File: src/rtl/cu_pkg.sv
// Shared definitions for the accumulator-machine control sequencer:
// opcodes, FSM state encoding and the bit map of the one-hot ALU control vector.
package cu_pkg;

  localparam logic [7:0] OP_NOP    = 8'h00;
  localparam logic [7:0] OP_STORE  = 8'h01;
  localparam logic [7:0] OP_LOAD   = 8'h02;
  localparam logic [7:0] OP_ADD    = 8'h03;
  localparam logic [7:0] OP_SUB    = 8'h04;
  localparam logic [7:0] OP_JMPGEZ = 8'h05;
  localparam logic [7:0] OP_JMP    = 8'h06;
  localparam logic [7:0] OP_HALT   = 8'h07;
  localparam logic [7:0] OP_MPY    = 8'h08;
  localparam logic [7:0] OP_JZ     = 8'h09;
  localparam logic [7:0] OP_AND    = 8'h0A;
  localparam logic [7:0] OP_OR     = 8'h0B;
  localparam logic [7:0] OP_NOT    = 8'h0C;
  localparam logic [7:0] OP_SHR    = 8'h0D;
  localparam logic [7:0] OP_SHL    = 8'h0E;

  typedef enum logic [2:0] {
    ST_IDLE,
    ST_FETCH,
    ST_DECODE,
    ST_OPFETCH,
    ST_EXEC,
    ST_STORE,
    ST_HALT
  } state_t;

  // Position of each ALU control line inside the 10-bit one-hot vector.
  localparam int C8_IDX  = 0;
  localparam int C9_IDX  = 1;
  localparam int C13_IDX = 2;
  localparam int C15_IDX = 3;
  localparam int C16_IDX = 4;
  localparam int C17_IDX = 5;
  localparam int C18_IDX = 6;
  localparam int C19_IDX = 7;
  localparam int C20_IDX = 8;
  localparam int C21_IDX = 9;
  localparam int ALU_W   = 10;

  // ALUflags bit positions, packed as {ZF,CF,OF,SF}.
  localparam int FLAG_ZF = 3;
  localparam int FLAG_SF = 0;

endpackage

File: src/rtl/cu_decode.sv
// Combinational opcode decoder: classifies the instruction and selects the
// single ALU control line it will pulse in EXEC.
module cu_decode
  import cu_pkg::*;
(
  input  logic [7:0]       opcode,
  output logic [ALU_W-1:0] alu_onehot,
  output logic             needs_operand,
  output logic             is_jump,
  output logic             is_cond,
  output logic             is_store,
  output logic             is_halt,
  output logic             illegal
);

  always_comb begin
    alu_onehot    = '0;
    needs_operand = 1'b0;
    is_jump       = 1'b0;
    is_cond       = 1'b0;
    is_store      = 1'b0;
    is_halt       = 1'b0;
    illegal       = 1'b0;
    case (opcode)
      OP_NOP:    ;
      OP_STORE:  is_store = 1'b1;
      OP_LOAD:   begin alu_onehot[C20_IDX] = 1'b1; needs_operand = 1'b1; end
      OP_ADD:    begin alu_onehot[C8_IDX]  = 1'b1; needs_operand = 1'b1; end
      OP_SUB:    begin alu_onehot[C9_IDX]  = 1'b1; needs_operand = 1'b1; end
      OP_JMPGEZ: begin is_jump = 1'b1; is_cond = 1'b1; end
      OP_JMP:    is_jump = 1'b1;
      OP_HALT:   is_halt = 1'b1;
      OP_MPY:    begin alu_onehot[C19_IDX] = 1'b1; needs_operand = 1'b1; end
      OP_JZ:     begin is_jump = 1'b1; is_cond = 1'b1; end
      OP_AND:    begin alu_onehot[C13_IDX] = 1'b1; needs_operand = 1'b1; end
      OP_OR:     begin alu_onehot[C15_IDX] = 1'b1; needs_operand = 1'b1; end
      // Accumulator-only operations go straight to EXEC.
      OP_NOT:    alu_onehot[C16_IDX] = 1'b1;
      OP_SHR:    alu_onehot[C18_IDX] = 1'b1;
      OP_SHL:    alu_onehot[C17_IDX] = 1'b1;
      default:   illegal = 1'b1;
    endcase
  end

endmodule

File: src/rtl/control_sequencer.sv
// Microsequenced control unit for the accumulator/ALU datapath: fetches and
// decodes instructions, runs the memory handshake and pulses one ALU line per EXEC.
module control_sequencer
  import cu_pkg::*;
#(
  parameter int ADDR_W = 8,
  parameter int DATA_W = 16
) (
  input  logic              clk,
  input  logic              rst_n,
  input  logic              start,
  input  logic [DATA_W-1:0] mem_rdata,
  input  logic              mem_ready,
  input  logic [DATA_W-1:0] ACC_in,
  input  logic [3:0]        ALUflags,
  output logic [ADDR_W-1:0] mem_addr,
  output logic              mem_rd,
  output logic              mem_wr,
  output logic [DATA_W-1:0] mem_wdata,
  output logic [DATA_W-1:0] IR_out,
  output logic [DATA_W-1:0] BR_out,
  output logic              C8,
  output logic              C9,
  output logic              C13,
  output logic              C15,
  output logic              C16,
  output logic              C17,
  output logic              C18,
  output logic              C19,
  output logic              C20,
  output logic              C21,
  output logic [ADDR_W-1:0] pc_out,
  output logic              halted,
  output logic              illegal
);

  localparam logic [ADDR_W-1:0] PC_ONE = 1;

  state_t            state;
  logic [ADDR_W-1:0] pc;
  logic [DATA_W-1:0] ir;
  logic [DATA_W-1:0] br;
  logic [ALU_W-1:0]  alu;

  logic [ALU_W-1:0]  alu_onehot;
  logic              needs_operand;
  logic              is_jump;
  logic              is_cond;
  logic              is_store;
  logic              is_halt;
  logic              dec_illegal;

  logic [7:0]        opcode;
  logic [ADDR_W-1:0] x;
  logic              jump_taken;
  logic              unused_flags;

  assign opcode = ir[DATA_W-1 -: 8];
  assign x      = ir[ADDR_W-1:0];

  // JZ tests ZF; JMPGEZ is taken while the accumulator is non-negative (SF=0).
  assign jump_taken = !is_cond ||
                      ((opcode == OP_JZ) ? ALUflags[FLAG_ZF] : !ALUflags[FLAG_SF]);
  assign unused_flags = ^ALUflags[2:1];

  cu_decode u_decode (
    .opcode        (opcode),
    .alu_onehot    (alu_onehot),
    .needs_operand (needs_operand),
    .is_jump       (is_jump),
    .is_cond       (is_cond),
    .is_store      (is_store),
    .is_halt       (is_halt),
    .illegal       (dec_illegal)
  );

  always_ff @(posedge clk or posedge rst_n) begin
    if (rst_n) begin
      state     <= ST_IDLE;
      pc        <= '0;
      ir        <= '0;
      br        <= '0;
      alu       <= '0;
      mem_addr  <= '0;
      mem_rd    <= 1'b0;
      mem_wr    <= 1'b0;
      mem_wdata <= '0;
      halted    <= 1'b0;
      illegal   <= 1'b0;
    end else begin
      // C lines are single-cycle pulses; only the EXEC entry below raises one.
      alu <= '0;
      case (state)
        ST_IDLE: begin
          if (start) begin
            pc       <= '0;
            mem_addr <= '0;
            mem_rd   <= 1'b1;
            state    <= ST_FETCH;
          end
        end

        ST_FETCH: begin
          if (mem_ready) begin
            ir     <= mem_rdata;
            pc     <= pc + PC_ONE;
            mem_rd <= 1'b0;
            state  <= ST_DECODE;
          end
        end

        ST_DECODE: begin
          if (is_halt || dec_illegal) begin
            halted  <= 1'b1;
            illegal <= illegal | dec_illegal;
            state   <= ST_HALT;
          end else if (is_store) begin
            mem_wr    <= 1'b1;
            mem_addr  <= x;
            mem_wdata <= ACC_in;
            state     <= ST_STORE;
          end else if (is_jump) begin
            mem_rd   <= 1'b1;
            mem_addr <= jump_taken ? x : pc;
            if (jump_taken) pc <= x;
            state    <= ST_FETCH;
          end else if (needs_operand) begin
            mem_rd   <= 1'b1;
            mem_addr <= x;
            state    <= ST_OPFETCH;
          end else if (alu_onehot != '0) begin
            alu   <= alu_onehot;
            state <= ST_EXEC;
          end else begin
            mem_rd   <= 1'b1;
            mem_addr <= pc;
            state    <= ST_FETCH;
          end
        end

        ST_OPFETCH: begin
          if (mem_ready) begin
            br     <= mem_rdata;
            mem_rd <= 1'b0;
            alu    <= alu_onehot;
            state  <= ST_EXEC;
          end
        end

        ST_EXEC: begin
          mem_rd   <= 1'b1;
          mem_addr <= pc;
          state    <= ST_FETCH;
        end

        ST_STORE: begin
          if (mem_ready) begin
            mem_wr   <= 1'b0;
            mem_rd   <= 1'b1;
            mem_addr <= pc;
            state    <= ST_FETCH;
          end
        end

        ST_HALT: begin
          if (start) begin
            pc       <= '0;
            halted   <= 1'b0;
            mem_addr <= '0;
            mem_rd   <= 1'b1;
            state    <= ST_FETCH;
          end
        end

        default: state <= ST_IDLE;
      endcase
    end
  end

  assign IR_out = ir;
  assign BR_out = br;
  assign pc_out = pc;

  assign C8  = alu[C8_IDX];
  assign C9  = alu[C9_IDX];
  assign C13 = alu[C13_IDX];
  assign C15 = alu[C15_IDX];
  assign C16 = alu[C16_IDX];
  assign C17 = alu[C17_IDX];
  assign C18 = alu[C18_IDX];
  assign C19 = alu[C19_IDX];
  assign C20 = alu[C20_IDX];
  assign C21 = alu[C21_IDX];

endmodule

File: config.mk
export PLATFORM = sky130hd
export DESIGN_NAME = control_sequencer
export DESIGN_NICKNAME = d
export VERILOG_FILES = /design/src/rtl/cu_pkg.sv /design/src/rtl/cu_decode.sv /design/src/rtl/control_sequencer.sv
export SDC_FILE = /design/constraint.sdc
export NUM_CORES = 1
export LEC_CHECK = 0
export CORE_ASPECT_RATIO = 1.5
export CORE_UTILIZATION = 40
export CTS_CLUSTER_DIAMETER = 60
export CTS_CLUSTER_SIZE = 30
export DETAILED_ROUTE_END_ITERATION = 6
export GPL_TIMING_DRIVEN = 0
export PLACE_DENSITY = 0.79
export SLEW_MARGIN = 20
export SYNTH_ARGS = -nofsm -noshare
export SYNTH_HDL_FRONTEND = slang
export SYNTH_HIERARCHICAL = 1
export SYNTH_SLANG_ARGS = --single-unit
File: constraint.sdc
create_clock -name clk -period 6.5 [get_ports clk]
set_input_delay 1.3 -clock clk [delete_from_list [all_inputs] [get_ports clk]]
set_output_delay 1.3 -clock clk [all_outputs]
set_load 0.02 [all_outputs]
## Word-level counts from Yosys, hierarchy flattened

Cells that the tools add are included.

| operators by class | value |
|---|---|
| add/sub/neg operators | 1 |
| equal/unequal tests | 33 |
| mux-type cells | 62 |
| bitwise gates (word level) | 2 |
| reduce and logical (&&, ||, !) cells | 28 |

Operators with widths:

| kind | count |
|---|---|
| 8-bit 2-to-1 mux | 12 |
| 8-bit by 4-bit equality test with 1-bit output, second input constant | 7 |
| 9-bit 2-to-1 mux | 6 |
| 8-bit by 3-bit equality test with 1-bit output, second input constant | 4 |
| 8-bit one-hot mux with 4 select lines | 1 |
| 1-bit 2-to-1 mux | 28 |
| 3-bit 2-to-1 mux | 9 |
| 8-bit one-hot mux with 3 select lines | 1 |
| 2-bit inequality test, second input constant | 9 |
| 3-bit one-hot mux with 6 select lines | 1 |
| 9-bit one-hot mux with 2 select lines | 1 |
| 8-bit by 2-bit equality test with 1-bit output, second input constant | 2 |
| 15-bit OR reduction | 1 |
| 10-bit nonzero test | 1 |
| 3-bit equality test, second input constant | 3 |
| 8-bit by 1-bit adder with 8-bit output, second input constant | 1 |
| 8-bit by 1-bit equality test with 1-bit output, second input constant | 1 |
| 8-bit zero test | 1 |
| 4-bit AND reduction | 2 |
| 7-bit AND reduction | 1 |
| 3-bit by 2-bit equality test with 1-bit output, second input constant | 2 |
| 2-bit AND reduction | 3 |
| 3-bit AND reduction | 2 |
| 6-bit AND reduction | 1 |
| other kinds (19) | 26 |

| word-level totals | value |
|---|---|
| flip-flop bits (word level) | 81 |
| input port bits | 40 |
| output and inout bits | 78 |
| logic and storage cells | 137 |

## Longest topological paths before layout

Gate-level depths: netlist of run 1.

| logic depth | value |
|---|---|
| word-level depth | 10 |
| depth in mapped cells | 9 |

## Cells and area by module

The synthesis of run 1 kept the hierarchy.

Modules (own cells, without submodules):

| module | times used | cells an instance | area each (um^2) |
|---|---|---|---|
| control_sequencer | 1 | 337 | 3678.5 |
| cu_decode | 1 | 33 | 185.2 |

## Worst setup path after synthesis of run 1

OpenSTA, ideal clock, no wires.

| timing | value |
|---|---|
| path type | register to register |
| start point | reg ir[13] (netlist: IR_out[13]) |
| end point | reg mem_addr[0] |
| data arrival time | 2.574 ns |
| required time | 6.413 ns |
| setup slack | 3.840 ns |
| cell stages (with the launch flop) | 8 |
| buffers on the path | 0 |
| period minus slack after synthesis | 2.660 ns |
| cell sequence | dfrtp_1 > nor4_4 > nand2_1 > nor3_1 > inv_1 > a221oi_1 > a22oi_1 > o211ai_1 |

| on the way | value |
|---|---|
| elaborated cells between the ends (all ways) | 48 |

RTL lines:

| element | RTL line | RTL |
|---|---|---|
| start: declaration | control_sequencer.sv:41 | `logic [DATA_W-1:0] ir;` |
| start signal: assignment | control_sequencer.sv:105 | `ir <= mem_rdata;` |
| 8-bit by 1-bit equality test with 1-bit output (*) | cu_decode.sv:24 | `case (opcode)` |
| 1-bit 2-to-1 mux (*) | cu_decode.sv:24 |  |
| net is_store | control_sequencer.sv:49 | `logic is_store;` |
| 8-bit 2-to-1 mux | control_sequencer.sv:117 | `end else if (is_store) begin` |
| 8-bit 2-to-1 mux | control_sequencer.sv:113 | `if (is_halt \|\| dec_illegal) begin` |
| 8-bit one-hot mux with 4 select lines | control_sequencer.sv:93 | `case (state)` |
| end signal: assignment | control_sequencer.sv:124 | `mem_addr <= jump_taken ? x : pc;` |
| end signal: assignment | control_sequencer.sv:136 | `mem_addr <= pc;` |
| end signal: assignment | control_sequencer.sv:152 | `mem_addr <= pc;` |
| end: declaration | control_sequencer.sv:16 | `output logic [ADDR_W-1:0] mem_addr,` |

Mark *: on every way through the listed nets, which the timed path passes. The rest lies on a longest branch. The select of a mux whose other input is x is not followed.
A chain may end at the register's enable or synchronous reset.

## Worst setup path after layout of run 1

Ends and elaborated chain as after synthesis.

==> results.md, run 1 <==
* Finish-stage setup viols at 0
* Reg2Reg Depth at 7
* GRT Total Usage at a little over a fifth
* Power Density at 433.5 mW/mm2
* First-pass GRT wire length at 16,010 um
* Final instance area at roughly 0.0054 mm2
* Crit-path max FO at 8
* Die area at 0.01006 mm2
* Max clock buf depth at 2
* Total wire length at slightly below 10,000 um
* CTS HTree Levels at 3
* Crit. Startpoint: IR_out[13]
* Via Count at between 3,000 and 4,000
* Status: finished clean
* Post-route antenna net violation count at 0
* Ys flop type: dfrtp_1
* Fin crit share at approximately 50%
* Dpl hpwl at around 7400 um
* Detailed Route Iter0 Violations at between 150 and 200
* Non-filler cells, final at 611
* CTS tree: built
* Gates resized, CTS repair at 0
* Number of global-route vias before repair at between 3,000 and 4,000
* Hold_buf cts at 0
* Num CTS Buffers at 9
* Relative slew margins at between 30% and 40%
* Height of the die at 122.4 um
* Cells taking the most area after synthesis: dfrtp_1, mux2_2, nand2_1, o21ai_0, nor2b_1
* Reg2Reg Capture Point: mem_addr[0]
* Final-report max-slew violation count at 0
* Largest area contributor in the netlist: dfrtp_1
* DRC violations left at 0
* Clock Skew at roughly 3.6 ps
* Gr ovfl total at 0
* Critical path class: flop to flop
* Vias per Instance at ~5.4
* Hold Worst Slack at 501.0 ps
* Initial Util at between 40% and 50%
* DP Area at 0.005177 mm2
* Area Growth Syn to Fin at 40.51%
* Ys Warns at 6
* Startpoint type of the worst setup path: flop
* Largest net degree at the start of global routing at 43
* Worst skew pair latency at around 340 ps
* Period minus WS final at 3263 ps
* CTS clk-pin slew, worst paths at approximately 50 ps
* Count leader, synth: dfrtp_1
* Cell Rows at 43
* Async SR Flop Fraction at 100.0%
* Drt wl/cell at around 16 um
* Setup crit end: mem_addr[0]
* Core area at between 0.009 and 0.01 mm2
* Post-synthesis cell count at 370
* Post-CTS Setup Bufs at 0
* Share of the synthesized area in the top cell type at around 52%
* Initial antenna violation count at 0
* I/O Buffers at between 100 and 150
* Post-Synthesis Cell Area at approximately 0.0039 mm2
* Die W at 82.25 um
* Worst-Margin Slew at approximately 1000 ps
* Setup TNS at 0 ps
* Io pins at ~120
* R2R Setup Slk at ~3200 ps
* Max_cap viols at 0
* Post-synth net total at ~410
* VDD IR max at ~290 uV
* Hold WC Path Type: flop to flop
* Sequential-to-total area share from yosys stat at between 50% and 60%
* Critical path arrival at ~3500 ps
* RSZ-0062 raised after global routing: false
* Seq cells post-synth at between 80 and 90
* Post-synth EDFFs at 0
* Root Driver: clkbuf_16
* Nets at about 540
* First-pass DRT Iterations at 4
* Fmax at between 300 and 400 MHz
* Routability Congestion at around 0.92
* Post-synth top cells: dfrtp_1, nand2_1, mux2_2, nor2_1, o21ai_0
* Share of layout cells above drive strength 1 at between 10 and 15%
* Critical Path RT at 6750 ps
* Diodes inserted at 0
* Yosys cell types at 54
* Fin. Hold Viols at 0
* CTS Sinks at slightly above 80
* CP endpoint kind: flop
* Leakage Power at ~2.3 nW
* Placed instance count at 598
* Final Core Density at approximately three fifths
* Synthesized area per cell at roughly 10 um2
* R2r startpoint: IR_out[13]
==> worst max-delay path, stage by stage, from the launching register on <==
cell and delay, ps:
dfrtp_1 440, nor4_4 510, nand2_1 170, nor3_1 580
inv_1 140, a221oi_1 900, a22oi_1 210, o211ai_1 210
==> sequential cells by signal, indices dropped and copies added, names as in the netlist, 3 cells and up <==
signal	flops
BR_out	16
alu	10
mem_addr	8
pc_out	8
state	3
mem_wdata	16
IR_out	16
==> power breakdown <==
part           leakage [nW]  internal (mW)  total, mW  switching (mW)
Clock                 0.124          0.262      0.443           0.181
Combinational          1.15          0.502       1.09           0.586
Sequential             1.02          0.661      0.823           0.162
Total                  2.29           1.42       2.35           0.928
==> layout by cell type, fill, tap and decap left out, drive strengths merged, types with 7 or more instances in the layout <==
master         synthesis  final
clkdlybuf4s50          0    115
nor2b                 15     15
dfrtp                 81     81
a21oi                  7      7
o21ai                 19     19
nand3                  8      8
nor2                  21     21
clkbuf                 8     20
mux2                  32     32
o211ai                 9      9
inv                    7      7
a22oi                  9      9
nand2                 65     65
o221ai                 9      9
and3                   7      7
==> per-stage QoR <==
stage | setup WS [ps] | total power, mW
CTS | 3290 | 2.375
floorplan | 3120 | 1.439
global route | 2900 | 2.501
global placement | 1916 | 1.884
finish | 3237 | 2.353
detailed placement | 2972 | 1.918
==> layer usage <==
metal,GRT usage [%],up-vias,wire [um]
met5,0,-,0
met4,12.61,0,260
met3,3.494,16,512
met2,37.14,108,5365
met1,23.23,1609,3807
li1,-,1590,-
==> how the worst min path moves through the flow <==
| stage | startpoint | end | slack, ps | cells past startpoint |
|---|---|---|---|---|
| 5_1_grt | BR_out[11] | BR_out[11] | 520 | 1 |
| 2_1_floorplan | illegal | illegal | 570 | 1 |
| 3_5_place_dp | mem_wdata[15] | mem_wdata[15] | 490 | 1 |
| 4_1_cts | mem_wdata[15] | mem_wdata[15] | 500 | 1 |
| 3_3_place_gp | mem_wdata[10] | mem_wdata[10] | 490 | 1 |
| 6_report | mem_wdata[3] | mem_wdata[3] | 500 | 1 |
==> cell type report <==
cell class	count	area [um2]
Inverter	7	28.78
Fill cell	819	3879
Buffer	13	58.81
Multi-Input combinational cell	269	1752
Clock inverter	1	5.005
Clock buffer	12	246.5
Sequential cell	81	2027
Timing Repair Buffer	116	1171
Tap cell	112	140.1
==> cell families (layout without fill, tap and decap cells) <==
group / Yosys count / after routing / share of synthesized area (%)
buf+inv: 20 / 149 / 2.202
simple gates: 149 / 149 / 19.33
xor+xnor: 2 / 2 / 0.4535
compound gates: 83 / 83 / 15.54
fa+ha+maj: 1 / 1 / 0.3238
mux: 33 / 33 / 9.586
other cells: 1 / 1 / 0.09706
flops: 81 / 81 / 52.46
No activity file was read; power rests on OpenSTA's default activity.
==> run 2, diff against run 1 <==
PLACE_DENSITY = 0.82   (was 0.79)
clock period = 3 ns   (was 6.5 ns; I/O delays follow)
==> run 2 against run 1 <==
  * Final cell count grew 0.33%
  * Clock-buffer cell count unchanged
  * Die area unchanged
  * Non-clock buffer count shrank 1
  * Via count grew 0.54%
  * Sequential share of layout area decreased by 0.48 points
  * Worst hold slack improved by 0.88 ps
  * Critical endpoint is now pc_out[7]
  * Largest power group unchanged
==> results.md, run 2 (synthesized netlist as in run 1, its figures left out) <==
* Crit-path max FO at 8 (unchanged)
* Diodes inserted at 0 (unchanged)
* First-pass GRT wire length at 16,260 um (was 16,010 um)
* Design Power at 5.256 mW (was 2.353 mW)
* Setup TNS at 0 ps (unchanged)
* Number of global-route vias before repair at 3,431 (was 3,334)
* Share of layout cells above drive strength 1 at 12.77% (was 11.62%)
* Root Driver: clkbuf_16 (unchanged)
* Nets at 537 (was 538)
* Largest net degree at the start of global routing at 52 (was 43)
* Top cell family by delay on the critical path: compound AO/OA/AOI/OAI gates (unchanged)
* Dpl hpwl at 7414 um (was 7438 um)
* Die area at 0.01006 mm2 (unchanged)
* Power Density at 955.6 mW/mm2 (was 433.5 mW/mm2)
* Worst hold start: mem_wdata[14] (was mem_wdata[3])
* Io pins at 118 (unchanged)
* Finish-stage setup viols at 0 (unchanged)
* Commonest non-fill, non-tap cell in the layout: clkdlybuf4s50_1 (unchanged)
* Final-report max-slew violation count at 0 (unchanged)
* Final instance area at 0.005500 mm2 (was 0.005429 mm2)
* Hold WC Path Type: flop to flop (unchanged)
* DP Area at 0.005185 mm2 (was 0.005177 mm2)
* CTS tree: built (unchanged)
* Num CTS Buffers at 9 (unchanged)
* Initial Util at 41.51% (unchanged)
* Fin. Hold Viols at 0 (unchanged)
* R2r startpoint: IR_out[13] (unchanged)
* Leakage Power at 2.320 nW (was 2.292 nW)
* Fin crit share at 88.44% (was 50.20%)
* CTS HTree Levels at 3 (unchanged)
* Buf/Inv on CP at 0 (was 1)
* Routability Congestion at 0.9192 (was 0.9230)
* Placed instance count at 598 (unchanged)
* Startpoint type of the worst setup path: flop (unchanged)
* Status: finished clean (unchanged)
* Total wire length at 9858 um (was 9945 um)
* VDD IR max at 557.5 uV (was 285.7 uV)
* Height of the die at 122.4 um (unchanged)
* Drt wl/cell at 16.08 um (was 16.28 um)
* Relative slew margins at 57.60% (was 30.32%)
* Initial antenna violation count at 0 (unchanged)
* Worst-Margin Slew at 633.1 ps (was 1045 ps)
* First-pass DRT Iterations at 4 (unchanged)
* RSZ-0062 raised after global routing: false (unchanged)
* Slowest cell on the critical path: nor4_4 (was a221oi_1)
* Non-filler cells, final at 613 (was 611)
* DRC violations left at 0 (unchanged)
* Most frequent cells in the layout: clkdlybuf4s50_1, dfrtp_1, nand2_1 (unchanged)
* Critical path class: flop to flop (unchanged)
* Post-CTS Setup Bufs at 0 (unchanged)
* Clock Skew at 6.610 ps (was 3.552 ps)
* CP max stage delay at 460 ps (was 900 ps)
* Vias per Instance at 5.450 (was 5.439)
* Max clock buf depth at 2 (unchanged)
* Period minus WS final at 2653 ps (was 3263 ps)
* Via Count at 3,341 (was 3,323)
* Post-route antenna net violation count at 0 (unchanged)
* Critical Path RT at 3220 ps (was 6750 ps)
* Critical path arrival at 2870 ps (was 3510 ps)
* CTS Sinks at 81 (unchanged)
* Final Core Density at 59.09% (was 58.33%)
* GRT Total Usage at 21.36% (was 21.14%)
* Max_cap viols at 0 (unchanged)
* I/O Buffers at 115 (unchanged)
* Gr ovfl total at 0 (unchanged)
* Worst skew pair latency at 340 ps (about the same)
* CP endpoint kind: flop (unchanged)
* Core area at 0.009308 mm2 (unchanged)
* Crit. Startpoint: IR_out[13] (unchanged)
* CTS clk-pin slew, worst paths at 60 ps (was 50 ps)
* Area Growth Syn to Fin at 42.36% (was 40.51%)
* Die W at 82.25 um (unchanged)
* Worst-path cell chain: nor4_4, o21ai_0, nor2_1, nand2_1, a22o_2, a21o_2, a221o_1 (was nor4_4, nand2_1, nor3_1, inv_1, a221oi_1, a22oi_1, o211ai_1)
* Fmax at 376.9 MHz (was 306.5 MHz)
* Cell Rows at 43 (unchanged)
* Detailed Route Iter0 Violations at 158 (was 186)
[run 2: power by group]
| group | switching (mW) | internal, mW |
|---|---|---|
| logic | 1.29 | 1.09 |
| registers | 0.338 | 1.43 |
| clock network | 0.418 | 0.689 |
[run 2: routing by layer]
metal	up-vias	part of all wire, %	track usage [%]	wire length [um]
met5	-	0	0	0
met4	0	2.8	13.05	279
met3	20	4.8	4.015	473
met2	106	53	36.88	5263
met1	1622	39	23.61	3841
li1	1593	-	-	-
[run 2: worst reg2reg max path, delay by kind of cell, from the launching register on]
kind               cells  cell delay (ps)
DFF                    1              420
AOI/OAI and AO/OA      4             1110
and+or+nand+nor        3              990
[run 2: layout make-up]
type | instances | area (um2)
well taps | 112 | 140.1
repair buffers | 116 | 1179
plain buffers | 12 | 55.05
inverters | 7 | 28.78
flip-flops and latches | 81 | 2027
multi-input cells | 269 | 1763
clock inverters | 4 | 51.30
fillers | 795 | 3807
clock buffers | 12 | 256.5
[run 2: what timing repair did]
action,4_1_cts,5_1_grt
gates resized for setup,2,0
endpoints found under the setup margin,8,9
hold buffers,0,0
[run 2: metrics by stage]
step / worst slack [ps] / hold WS [ps]
final: 346.8 / 501.9
after global routing: 61.09 / 523.9
after CTS: 143.1 / 505.4
after detailed placement: -130.0 / 491.5
after global placement: -886.6 / 484.9
after floorplan: 319.9 / 565.5
[run 2: path summary, 6_finish.rpt]
check / to / slack, ps / cells past startpoint
max: pc_out[7] / 350 / 7
min: mem_wdata[14] / 500 / 1
max reg2reg: pc_out[7] / 350 / 7
min reg2reg: mem_wdata[14] / 500 / 1
max in group asynchronous: pc_out[7] / 1800 / 3
min in group asynchronous: alu[5] / 620 / 2
==> run 3, diff against run 2 <==
DONT_BUFFER_PORTS = 1   (was default)
PLACE_DENSITY = 0.65   (was 0.82)
==> run 3 against run 2 <==
  * Critical path depth rose by 1
  * Combinational power down 47%
  * Non-clock buffer count shrank 115
  * Cell area fell by 21%
  * Largest cell class unchanged
  * Worst hold slack got worse by 350 ps
  * Sequential share of layout area grew 10 points
  * Highest routed layer unchanged
==> results.md, run 3 (synthesized netlist as in run 1, its figures left out) <==
* Status: finished clean (unchanged)
* Design Power at 4.560 mW (was 5.256 mW)
* Critical Path RT at 3250 ps (was 3220 ps)
* First-pass DRT Iterations at 5 (was 4)
* Internal cell power at 2.626 mW (was 3.209 mW)
* Dpl hpwl at 6870 um (was 7414 um)
* CTS clk-pin slew, worst paths at 60 ps (about the same)
* Top Layer Used: met4 (unchanged)
* CTS tree: built (unchanged)
* VDD IR max at 527.5 uV (was 557.5 uV)
* Largest net degree at the start of global routing at 50 (was 52)
* Detailed Route Iter0 Violations at 194 (was 158)
* Switching power at 1.933 mW (was 2.047 mW)
* Worst-path cell chain: nor4_4, nand2_1, nor3_2, or3_1, a31oi_1, o21a_1, or2_2, o211ai_1 (was nor4_4, o21ai_0, nor2_1, nand2_1, a22o_2, a21o_2, a221o_1)
* Fmax at 361.9 MHz (was 376.9 MHz)
* Power Density at 1052 mW/mm2 (was 955.6 mW/mm2)
* Cell Rows at 43 (unchanged)
* Fin crit share at 92.12% (was 88.44%)
* Hold_buf cts at 0 (unchanged)
* Finish-stage setup viols at 0 (unchanged)
* Top cell family by delay on the critical path: simple AND/OR/NAND/NOR gates (was compound AO/OA/AOI/OAI gates)
* RSZ-0062 raised after global routing: false (unchanged)
* Setup crit end: mem_addr[6] (was pc_out[7])
* Reg power frac at 48.7% (was 33.7%)
* Setup ws final at 236.4 ps (was 346.8 ps)
* Reg2Reg Capture Point: mem_addr[6] (was pc_out[7])
* Diodes inserted at 0 (unchanged)
* DRC violations left at 0 (unchanged)
* Critical path arrival at 3010 ps (was 2870 ps)
* Critical path class: flop to flop (unchanged)
* Clock power share at 23.4% (was 21.1%)
* Relative slew margins at 58.65% (was 57.60%)
* Reg2Reg Depth at 8 (was 7)
* Height of the die at 122.4 um (unchanged)
* Die area at 0.01006 mm2 (unchanged)
* Worst-Margin Slew at 620.3 ps (was 633.1 ps)
* Gr ovfl total at 0 (unchanged)
* Crit-path max FO at 9 (was 8)
* Gate power share at 27.9% (was 45.3%)
* Area Growth Syn to Fin at 12.18% (was 42.36%)
* Die W at 82.25 um (unchanged)
* Slowest cell on the critical path: dfrtp_1 (was nor4_4)
* CTS Sinks at 81 (unchanged)
* Worst skew pair latency at 330 ps (was 340 ps)
* Clock Skew at 5.052 ps (was 6.610 ps)
* R2r startpoint: IR_out[13] (unchanged)
* Share of layout cells above drive strength 1 at 16.58% (was 12.77%)
* First-pass GRT wire length at 14,500 um (was 16,260 um)
* Fin. Hold Viols at 0 (unchanged)
* DR WL met2 at 4936 um (was 5263 um)
* Via Count at 2,931 (was 3,341)
* Post-CTS Setup Bufs at 0 (unchanged)
* Commonest non-fill, non-tap cell in the layout: dfrtp_1 (was clkdlybuf4s50_1)
* WP depth at 8 (was 7)
* Leakage Power at 1.878 nW (was 2.320 nW)
* Startpoint type of the worst setup path: flop (unchanged)
* Initial Util at 41.51% (unchanged)
* R2R Setup Slk at 240 ps (was 350 ps)
* Max_cap viols at 0 (unchanged)
* Number of global-route vias before repair at 2,870 (was 3,431)
* WL met3 at 620 um (was 473 um)
* Nets at 422 (was 537)
* GRT Total Usage at 19.46% (was 21.36%)
* Most frequent cells in the layout: dfrtp_1, nand2_1, mux2_2 (was clkdlybuf4s50_1, dfrtp_1, nand2_1)
* Post-route antenna net violation count at 0 (unchanged)
* Io pins at 118 (unchanged)
* Root Driver: clkbuf_16 (unchanged)
* Crit. Startpoint: IR_out[13] (unchanged)
* CP endpoint kind: flop (unchanged)
* WL met1 at 3375 um (was 3841 um)
* Core area at 0.009308 mm2 (unchanged)
* Multi-input logic area at 0.001763 mm2 (unchanged)
* Drt wl/cell at 18.38 um (was 16.08 um)
* Storage cell area at 0.002029 mm2 (was 0.002027 mm2)
* Final-report max-slew violation count at 0 (unchanged)
* Pre-CTS setup slack at -240.7 ps (was -130.0 ps)
* Hold WC Path Type: input port to async pin (was flop to flop)
* Period minus WS final at 2764 ps (was 2653 ps)
* Routability Congestion at 0.8622 (was 0.9192)
* Num CTS Buffers at 9 (unchanged)
* Max clock buf depth at 2 (unchanged)
* CP max stage delay at 500 ps (was 460 ps)
* Sw Share at 42.40% (was 38.94%)
* Total wire length at 9151 um (was 9858 um)
* I/O Buffers at 0 (was 115)
* CTS HTree Levels at 3 (unchanged)
* Filler Cell Count at 884 (was 795)
* Initial antenna violation count at 0 (unchanged)
* Vias per Instance at 5.886 (was 5.450)
* Buf/Inv on CP at 0 (unchanged)
==> run 3: cell count changes in the layout (fill, tap and decap cells not counted) <==
cell / change
clkdlybuf4s50_1: -115
clkbuf_1: +2
dfrtp_1: -2
dfrtp_2: +2
clkbuf_8: -1
clkinv_2: +1
clkinv_4: -1
clkinvlp_4: -1
==> run 3: final cells by class <==
class / count / share of cell area [%]
clock buffer: 13 / 5.774
buffer: 12 / 1.270
clock inverter: 3 / 0.9238
timing repair buffer: 1 / 0.6351
multi-input combinational: 269 / 40.68
sequential: 81 / 46.82
inverter: 7 / 0.6640
tap: 112 / 3.233
==> run 3: routing by layer <==
layer | GRT usage (%) | vias up
li1 | - | 1361
met5 | 0 | -
met1 | 21.23 | 1433
met2 | 33.01 | 121
met3 | 5.576 | 16
met4 | 10.96 | 0
==> run 3: per-stage QoR <==
step	utilization [%]	hold WS, ps	std cells	instance area [um2]	setup TNS (ps)
3_5_place_dp	43.34	507.8	483	4034	-1734
3_3_place_gp	43.02	618.4	482	4004	-39730
4_1_cts	46.58	148.3	499	4335	0
2_1_floorplan	-	565.5	370	3864	0
5_1_grt	46.57	176.4	498	4334	0
6_report	46.57	147.0	498	4334	0
==> run 3: worst min-delay path by stage <==
stage / slack, ps / from / depth (start not counted) / endpoint
global placement: 620 / mem_wr / 2 / mem_wr
floorplan: 570 / illegal / 1 / illegal
finish: 150 / rst_n / 1 / alu[0]
detailed placement: 510 / rst_n / 1 / alu[4]
global route: 180 / rst_n / 1 / alu[0]
CTS: 150 / rst_n / 1 / alu[4]
==> run 3: power groups by stage <==
| stage | combinational (mW) | sequential (mW) | clock, mW |
|---|---|---|---|
| 3_3_place_gp | 1.22 | 2.22 | 0 |
| 2_1_floorplan | 1.01 | 2.10 | 0 |
| 5_1_grt | 1.42 | 2.29 | 1.14 |
| 4_1_cts | 1.28 | 2.22 | 1.10 |
| 3_5_place_dp | 1.26 | 2.24 | 0 |
| 6_report | 1.27 | 2.22 | 1.07 |
==> run 3: what timing repair did <==
item	4_1_cts	5_1_grt
cloned	0	0
endpoints found under the setup margin	8	9
gates resized for setup	2	2
